===== config.mk =====
export PLATFORM = sky130hd
export DESIGN_NAME = alu_sched
export DESIGN_NICKNAME = d
export VERILOG_FILES = /design/src/rtl/alu_sched.sv
export SDC_FILE = /design/constraint.sdc
export NUM_CORES = 1
export LEC_CHECK = 0
export CAP_MARGIN = 20
export CORE_MARGIN = 5
export CORE_UTILIZATION = 34
export DETAILED_ROUTE_END_ITERATION = 10
export GPL_ROUTABILITY_DRIVEN = 0
export PLACE_DENSITY = 0.78
export SLEW_MARGIN = 30
export SYNTH_ARGS = -nofsm -noshare
export SYNTH_HDL_FRONTEND = slang
export SYNTH_SLANG_ARGS = --single-unit

===== constraint.sdc =====
create_clock -name clk -period 1.7 [get_ports clk]
set_input_delay 0.34 -clock clk [delete_from_list [all_inputs] [get_ports clk]]
set_output_delay 0.34 -clock clk [all_outputs]
set_load 0.05 [all_outputs]

===== src/rtl/alu_sched.sv =====
// ---------------------------------------------------------------------------
// alu_sched
//
// Round-robin front end for the shared 8-bit ALU. Up to NUM_REQ requesters
// post operations over a valid/ready handshake. One operation at a time is
// granted, its fields are registered onto the ALU inputs, and the ALU result
// is captured after ALU_LATENCY cycles. The result is then returned to the
// granted requester over a second valid/ready handshake.
//
// Parameters
//   NUM_REQ      number of requesters (2..8)
//   ALU_LATENCY  cycles from stable ALU inputs to valid result (0 = comb ALU)
//
// Ports
//   clk, reset             clock and synchronous active-high reset
//   req_valid/req_ready    per-requester operation handshake
//   req_op_code            4 bits per requester, requester i at [4i+3:4i]
//   req_operand_1/2        8 bits per requester, requester i at [8i+7:8i]
//   req_shift_rotate       3 bits per requester, requester i at [3i+2:3i]
//   rsp_valid/rsp_ready    per-requester response handshake
//   rsp_result, rsp_carry  shared response bus, valid while rsp_valid != 0
//   busy                   high whenever the scheduler is not idle
//   op_code, operand_1, operand_2, shift_rotate   registered ALU inputs
//   result, carry          ALU outputs
// ---------------------------------------------------------------------------
module alu_sched #(
    parameter int NUM_REQ     = 4,
    parameter int ALU_LATENCY = 0
) (
    input  logic                   clk,
    input  logic                   reset,
    input  logic [NUM_REQ-1:0]     req_valid,
    output logic [NUM_REQ-1:0]     req_ready,
    input  logic [4*NUM_REQ-1:0]   req_op_code,
    input  logic [8*NUM_REQ-1:0]   req_operand_1,
    input  logic [8*NUM_REQ-1:0]   req_operand_2,
    input  logic [3*NUM_REQ-1:0]   req_shift_rotate,
    output logic [NUM_REQ-1:0]     rsp_valid,
    input  logic [NUM_REQ-1:0]     rsp_ready,
    output logic [7:0]             rsp_result,
    output logic                   rsp_carry,
    output logic                   busy,
    output logic [3:0]             op_code,
    output logic [7:0]             operand_1,
    output logic [7:0]             operand_2,
    output logic [2:0]             shift_rotate,
    input  logic [7:0]             result,
    input  logic                   carry
);

    localparam int PTR_W = (NUM_REQ > 1) ? $clog2(NUM_REQ) : 1;
    localparam int CNT_W = (ALU_LATENCY > 0) ? $clog2(ALU_LATENCY + 1) : 1;

    typedef enum logic [1:0] {
        IDLE,
        EXEC,
        RESP
    } state_t;

    state_t             state;
    logic [PTR_W-1:0]   ptr;
    logic [PTR_W-1:0]   grant;
    logic [PTR_W-1:0]   winner;
    logic               win_found;
    logic [CNT_W-1:0]   cnt;
    int unsigned        cand;

    // Round-robin search starting at ptr. The candidate index wraps by a
    // single subtraction instead of a modulo, since ptr + k < 2*NUM_REQ.
    always_comb begin
        win_found = 1'b0;
        winner    = '0;
        cand      = 0;
        for (int k = 0; k < NUM_REQ; k++) begin
            cand = int'(ptr) + k;
            if (cand >= NUM_REQ) begin
                cand = cand - NUM_REQ;
            end
            if (!win_found && req_valid[cand]) begin
                win_found = 1'b1;
                winner    = PTR_W'(cand);
            end
        end
    end

    // Accept is only offered while idle, and only to the search winner.
    always_comb begin
        req_ready = '0;
        if (state == IDLE && win_found) begin
            req_ready[winner] = 1'b1;
        end
    end

    // Main scheduler FSM. In IDLE a found winner is always a completed
    // handshake, because req_ready[winner] is raised in that same cycle.
    // The ALU input registers are only written on a handshake so they keep
    // the last issued operation between requests.
    always_ff @(posedge clk) begin
        if (reset) begin
            state        <= IDLE;
            ptr          <= '0;
            grant        <= '0;
            cnt          <= '0;
            busy         <= 1'b0;
            rsp_valid    <= '0;
            rsp_result   <= 8'h00;
            rsp_carry    <= 1'b0;
            op_code      <= 4'h0;
            operand_1    <= 8'h00;
            operand_2    <= 8'h00;
            shift_rotate <= 3'h0;
        end else begin
            case (state)
                IDLE: begin
                    if (win_found) begin
                        grant        <= winner;
                        op_code      <= req_op_code[4*winner +: 4];
                        operand_1    <= req_operand_1[8*winner +: 8];
                        operand_2    <= req_operand_2[8*winner +: 8];
                        shift_rotate <= req_shift_rotate[3*winner +: 3];
                        cnt          <= CNT_W'(ALU_LATENCY);
                        busy         <= 1'b1;
                        state        <= EXEC;
                    end
                end
                EXEC: begin
                    if (cnt != '0) begin
                        cnt <= cnt - 1'b1;
                    end else begin
                        rsp_result <= result;
                        rsp_carry  <= carry;
                        rsp_valid  <= NUM_REQ'(1) << grant;
                        state      <= RESP;
                    end
                end
                RESP: begin
                    // Only the granted requester's ready matters here.
                    if (rsp_ready[grant]) begin
                        rsp_valid <= '0;
                        busy      <= 1'b0;
                        ptr       <= (grant == PTR_W'(NUM_REQ - 1)) ? '0 : grant + 1'b1;
                        state     <= IDLE;
                    end
                end
                default: begin
                    state <= IDLE;
                end
            endcase
        end
    end

endmodule


== Word-level counts from Yosys, hierarchy flattened ==
Index checks and enable logic that the tools add are counted.
Operators by class
  $add $sub $neg: 9
  multiply operators: 1
  magnitude comparators: 11
  equality and inequality tests: 6
  shift operators: 5
  mux-type cells: 39
  bitwise logic cells: 1
  reductions and logical operators: 19
Operators by type and width (number)
  32-bit by 3-bit < comparator with 1-bit output (second input constant): 4
  32-bit two-way mux: 4
  32-bit by 6-bit variable part select with 8-bit output: 2
  2-bit two-way mux: 8
  16-bit by 5-bit variable part select with 4-bit output: 1
  1-bit two-way mux: 14
  4-bit two-way mux: 3
  12-bit by 5-bit variable part select with 3-bit output: 1
  3-bit by 3-bit subtractor with 4-bit output (second input constant): 3
  1-bit binary-select mux with 2-bit select: 5
  3-bit greater-or-equal comparator (second input constant): 3
  3-bit AND reduction: 3
  4-bit one-hot mux with 2 select lines: 1
  2-bit AND reduction: 4
  2-bit by 2-bit adder with 3-bit output (second input constant): 2
  2-bit by 3-bit < comparator with 1-bit output (second input constant): 2
  2-bit inequality test (second input constant): 3
  2-bit one-hot mux with 3 select lines: 1
  2-bit nonzero test: 3
  1-bit logical AND: 5
  2-bit equality test (second input constant): 2
  2-bit by 2-bit multiplier with 4-bit output (first input constant): 1
  1-bit one-hot mux with 2 select lines: 2
  1-bit by 2-bit left shift with 4-bit output (first input constant): 1
  11 further kinds: 13
Word-level totals
  bits in registers: 44
  bits of input ports: 111
  output and inout port bits: 41
  word-level logic and storage cells: 103

== Depth between registers and ports, before layout ==
  depth after elaboration: 19
  mapped depth: 8
  mapped depth without buffers: 6

== Worst setup path after synthesis ==
OpenSTA, ideal clock, no wires.
  path kind: input to output
  start point: input req_valid[0]
  end point: output req_ready[0]
  arrival: 1.847 ns
  data required time: 1.360 ns
  path slack: -0.487 ns
  stages on the path: 6
  buffers on the path: 2
  path through: nor2b_1 > o21bai_1 > o221a_2 > buf_2 > buf_2 > nor2_1
Between the ends
  longest elaborated chain between the ends: 17
  elaborated cells on any way between the ends: 29
  classes of those cells: order compare (2); mux (19); reduce/logical (8)
Ends and longest elaborated chain
  from (decl): line 32  | input logic [NUM_REQ-1:0] req_valid,
  1-bit binary-select mux with 2-bit select: line 79  | if (!win_found && req_valid[cand]) begin
  1-bit two-way mux (implied by the code): line 79
  1-bit two-way mux: line 79
  1-bit zero test: line 79
  1-bit logical AND: line 79
  1-bit two-way mux: line 79
  1-bit zero test: line 79
  1-bit logical AND: line 79
  1-bit two-way mux: line 79
  1-bit zero test: line 79
  1-bit logical AND: line 79
  2-bit two-way mux: line 79
  2-bit by 3-bit < comparator with 1-bit output (implied by the code) or 2-bit by 1-bit greater-or-equal comparator with 1-bit output (tied branches): line 90  | req_ready[winner] = 1'b1;
  1-bit logical AND (implied by the code): line 90
  1-bit two-way mux (implied by the code): line 90
  1-bit demux with 2-bit select: line 90
  4-bit two-way mux *: line 89  | if (state == IDLE && win_found) begin
  to (decl): line 33  | output logic [NUM_REQ-1:0] req_ready,
Every way passes the cells marked *; elsewhere a longest branch is shown, timed or not. The select of a mux whose other input is x is not followed.

== Final worst setup path ==
  start point: register ptr[0]
  end point: output req_ready[3]
Between the ends
  longest elaborated chain between the ends: 19
  elaborated cells on any way between the ends: 44
  classes of those cells: add/sub (7); order compare (6); mux (23); reduce/logical (8)
Ends and longest elaborated chain
  from (decl): line 61  | logic [PTR_W-1:0] ptr;
  from (signal assigned): line 141  | ptr <= (grant == PTR_W'(NUM_REQ - 1)) ? '0 : grant + 1'b1;
  branches (longest 18 deep; another with 3-bit by 3-bit subtractor with 4-bit output)
  4-bit two-way mux *: line 89
Mark *: on every way between the ends. The select of a mux whose other input is x is not followed.

==> metrics <==
initial detailed-routing violation count=81; async set or reset register ratio after synthesis=0%; GRT Resource Usage Total=20.4%; clock slew seen by the registers of the worst setup and hold paths=0.09 ns; switching power as a share of total power=between 30% and 40%; buffer levels on the longest clock path=2; antenna violations before repair=0; part of the power in registers=34.0%; worst ir drop on vdd=around 0.35 mV; via count=approximately 3,000; total half-perimeter wirelength after legalization and detailed placement=slightly below 7000 um; nets@finish=a little under 600; Die Height=~96 um; area fraction of the dominant cell type after synthesis=roughly 35%; area overhead of the layout relative to synthesis=92.7%; CTS Buf Count=5; violated checks=setup timing; first-pass GRT wire length=approximately 15,000 um; distinct cell type count of the synthesized netlist=34; clock latency reported for the late side of the worst-skew pair=0.30 ns; transition at the pin with the smallest max-transition slack=0.481 ns; root buffer selected by CTS=sky130_fd_sc_hd__clkbuf_8; crit-path max FO=3; number of top-level pins=between 150 and 200; final worst-path cycle share=117%; remaining routing DRC violations=0; number of placement rows=31; Yosys reg bits=43; Yosys warning count=0; number of cells after detailed placement=around 550; sequential fraction of the synthesis area=between 30% and 40%; # Max-Cap Violations=0; Syn Nets=417; placed instance area=around 4200 um2; net switching power of the design=roughly 1.3 mW; Hold Slack=around 0.46 ns; Setup Viol. Count Final=27; required time of the critical path=between 1 and 1.5 ns; classification of the worst-slack hold path=flop to flop; flip-flop cell with the highest count after synthesis=sky130_fd_sc_hd__dfxtp_1; Cell Count, Final, Fillers Out=roughly 580; max frequency=approximately 0.50 GHz; Max Slew Vio Count=0; total standard cell area after synthesis=2490 um2; minimum period implied by the final worst setup slack=around 2 ns; cell accounting for the most synthesized area=sky130_fd_sc_hd__dfxtp_1; highest-count cells in the layout ignoring fill and taps=106 x sky130_fd_sc_hd__clkdlybuf4s50_1, 61 x sky130_fd_sc_hd__buf_4, 48 x sky130_fd_sc_hd__nand2_1; CTS tree=built; final std cell area, no fill=around 4800 um2; internal cell power=~2.2 mW; run status=finished with violations; final routed wirelength across all metal layers=approximately 9800 um; area of the die=9120 um2; drt pass-1 iters=4; worst setup margin=-0.290 ns; clock tree sinks=43; Setup WS pre-CTS=-0.595 ns; port buffer count=around 150; RSZ-0062 raised after global routing=true; Placeable Area=just over 7000 um2; share of final-layout standard cells stronger than drive strength 1=between 30% and 40%; part of the total power dissipated in combinational logic=between 40% and 50%; Syn Area/Cell=8.23 um2; Slew HR=between 60% and 70%; initial core utilization=between 30% and 40%; width of the die=roughly 96 um; EDFF count, synth=0; Routed Antenna Nets=0; vias per inst=5.16; Max Clock Skew=0.00644 ns; LEAKAGE=1.99 nW; critical path launch point type=flop; total congestion overflow=0; CTS H-Tree Depth=2; top area cells in the synthesized netlist=sky130_fd_sc_hd__dfxtp_1 35%, sky130_fd_sc_hd__mux2i_1 9.7%, sky130_fd_sc_hd__a211o_1 8.1%; wire per inst=between 15 and 20 um; part of the power in the clock network=around a fifth; vias in the first global route=roughly 3,100; Post-Synthesis Cells=302; arrival time worst endpoint=1.65 ns; most common cell after layout, fill and taps aside=sky130_fd_sc_hd__clkdlybuf4s50_1; Crit Path Class=flop to output pin; sum of negative setup slack=-6.18 ns; Worst Setup End Kind=output pin; pwr dens=725 nW/um2; total inserted antenna cells=0; number of hold violations in the final report=0; pin count of the biggest net entering global routing=24
what timing repair did:
| action | in CTS | in global routing |
|---|---|---|
| gates resized for setup | 56 | 53 |
| endpoints found under the setup margin | 28 | 27 |
| buffers inserted | 10 | 5 |
| pin swaps | 22 | 42 |
| cloned | 5 | 1 |
| hold buffers | 0 | 0 |
sequential cells by signal, summed over array words and instances (netlist names):
name / flops
operand_2: 8
rsp_result: 8
shift_rotate: 3
ptr: 2
busy: 1
rsp_valid: 4
rsp_carry: 1
grant: 2
op_code: 4
operand_1: 8
state: 2
layer usage:
layer	global-route usage [%]	part of all wire, %
met5	0	0
met4	5.81	2.5
met3	4.66	7.2
met2	36.0	49
met1	24.6	41
worst max-delay path: stages (launching register included):
cell and delay [ns]:
sky130_fd_sc_hd__dfxtp_4 0.36, sky130_fd_sc_hd__buf_6 0.12, sky130_fd_sc_hd__nor2b_4 0.13, sky130_fd_sc_hd__nor2_2 0.04
sky130_fd_sc_hd__o211ai_1 0.26, sky130_fd_sc_hd__nand2b_4 0.23, sky130_fd_sc_hd__nor2_4 0.05, sky130_fd_sc_hd__buf_12 0.15
power groups by stage:
stage	Clock [mW]	Combinational, mW	Sequential (mW)
4_1_cts	0.705	1.54	1.18
3_3_place_gp	0	1.39	1.20
3_5_place_dp	0	1.41	1.20
6_report	0.690	1.60	1.18
5_1_grt	0.753	1.69	1.19
2_1_floorplan	0	0.449	1.54
cell families after synthesis:
| logic type | synth area share, % |
|---|---|
| AND/OR/NAND/NOR | 21.5 |
| adder cells (fa/ha/maj) | 2.01 |
| flip-flops | 34.6 |
| multiplexers | 10.6 |
| AO/OA/AOI/OAI | 25.1 |
| buffers and inverters | 6.14 |
cell usage after synthesis (4+ instances only):
cell                       instances
sky130_fd_sc_hd__nor2b_1           5
sky130_fd_sc_hd__o21ai_0          23
sky130_fd_sc_hd__a211o_1          23
sky130_fd_sc_hd__buf_2            11
sky130_fd_sc_hd__a21oi_1          19
sky130_fd_sc_hd__nand2b_1          4
sky130_fd_sc_hd__nor2_1           11
sky130_fd_sc_hd__dfxtp_1          43
sky130_fd_sc_hd__mux2i_1          24
sky130_fd_sc_hd__nand3_1          27
sky130_fd_sc_hd__o211ai_1         24
sky130_fd_sc_hd__clkbuf_1         10
sky130_fd_sc_hd__buf_6             4
sky130_fd_sc_hd__nand2_1          49
sky130_fd_sc_hd__ha_1              4
metrics by stage:
step,util [%],power (mW)
final,66.8,3.47
after global routing,66.8,3.64
after CTS,64.2,3.43
after detailed placement,58.6,2.62
after global placement,58.6,2.59
after floorplan,-,1.99
path summary, 6_finish.rpt:
| check | start | to | slack (ns) | cells past startpoint |
|---|---|---|---|---|
| setup reg to reg | ptr[0]$_SDFFE_PP0P_ | shift_rotate[1]$_SDFFE_PP0P_ | -0.24 | 9 |
| hold reg to reg | rsp_result[7]$_SDFFE_PP0P_ | rsp_result[7]$_SDFFE_PP0P_ | 0.46 | 2 |
| setup / recovery | ptr[0]$_SDFFE_PP0P_ | req_ready[3] | -0.29 | 7 |
| hold / removal | rsp_result[7]$_SDFFE_PP0P_ | rsp_result[7]$_SDFFE_PP0P_ | 0.46 | 2 |
layout make-up:
type / instances / area [um2]
Tap cell: 99 / 124
Fill cell: 579 / 2380
Clock buffer: 5 / 68.8
Clock inverter: 3 / 25.0
Timing Repair Buffer: 193 / 1930
Sequential cell: 43 / 866
Inverter: 3 / 11.3
Multi-Input combinational cell: 230 / 1760
Power figures use the tool's default switching activity.
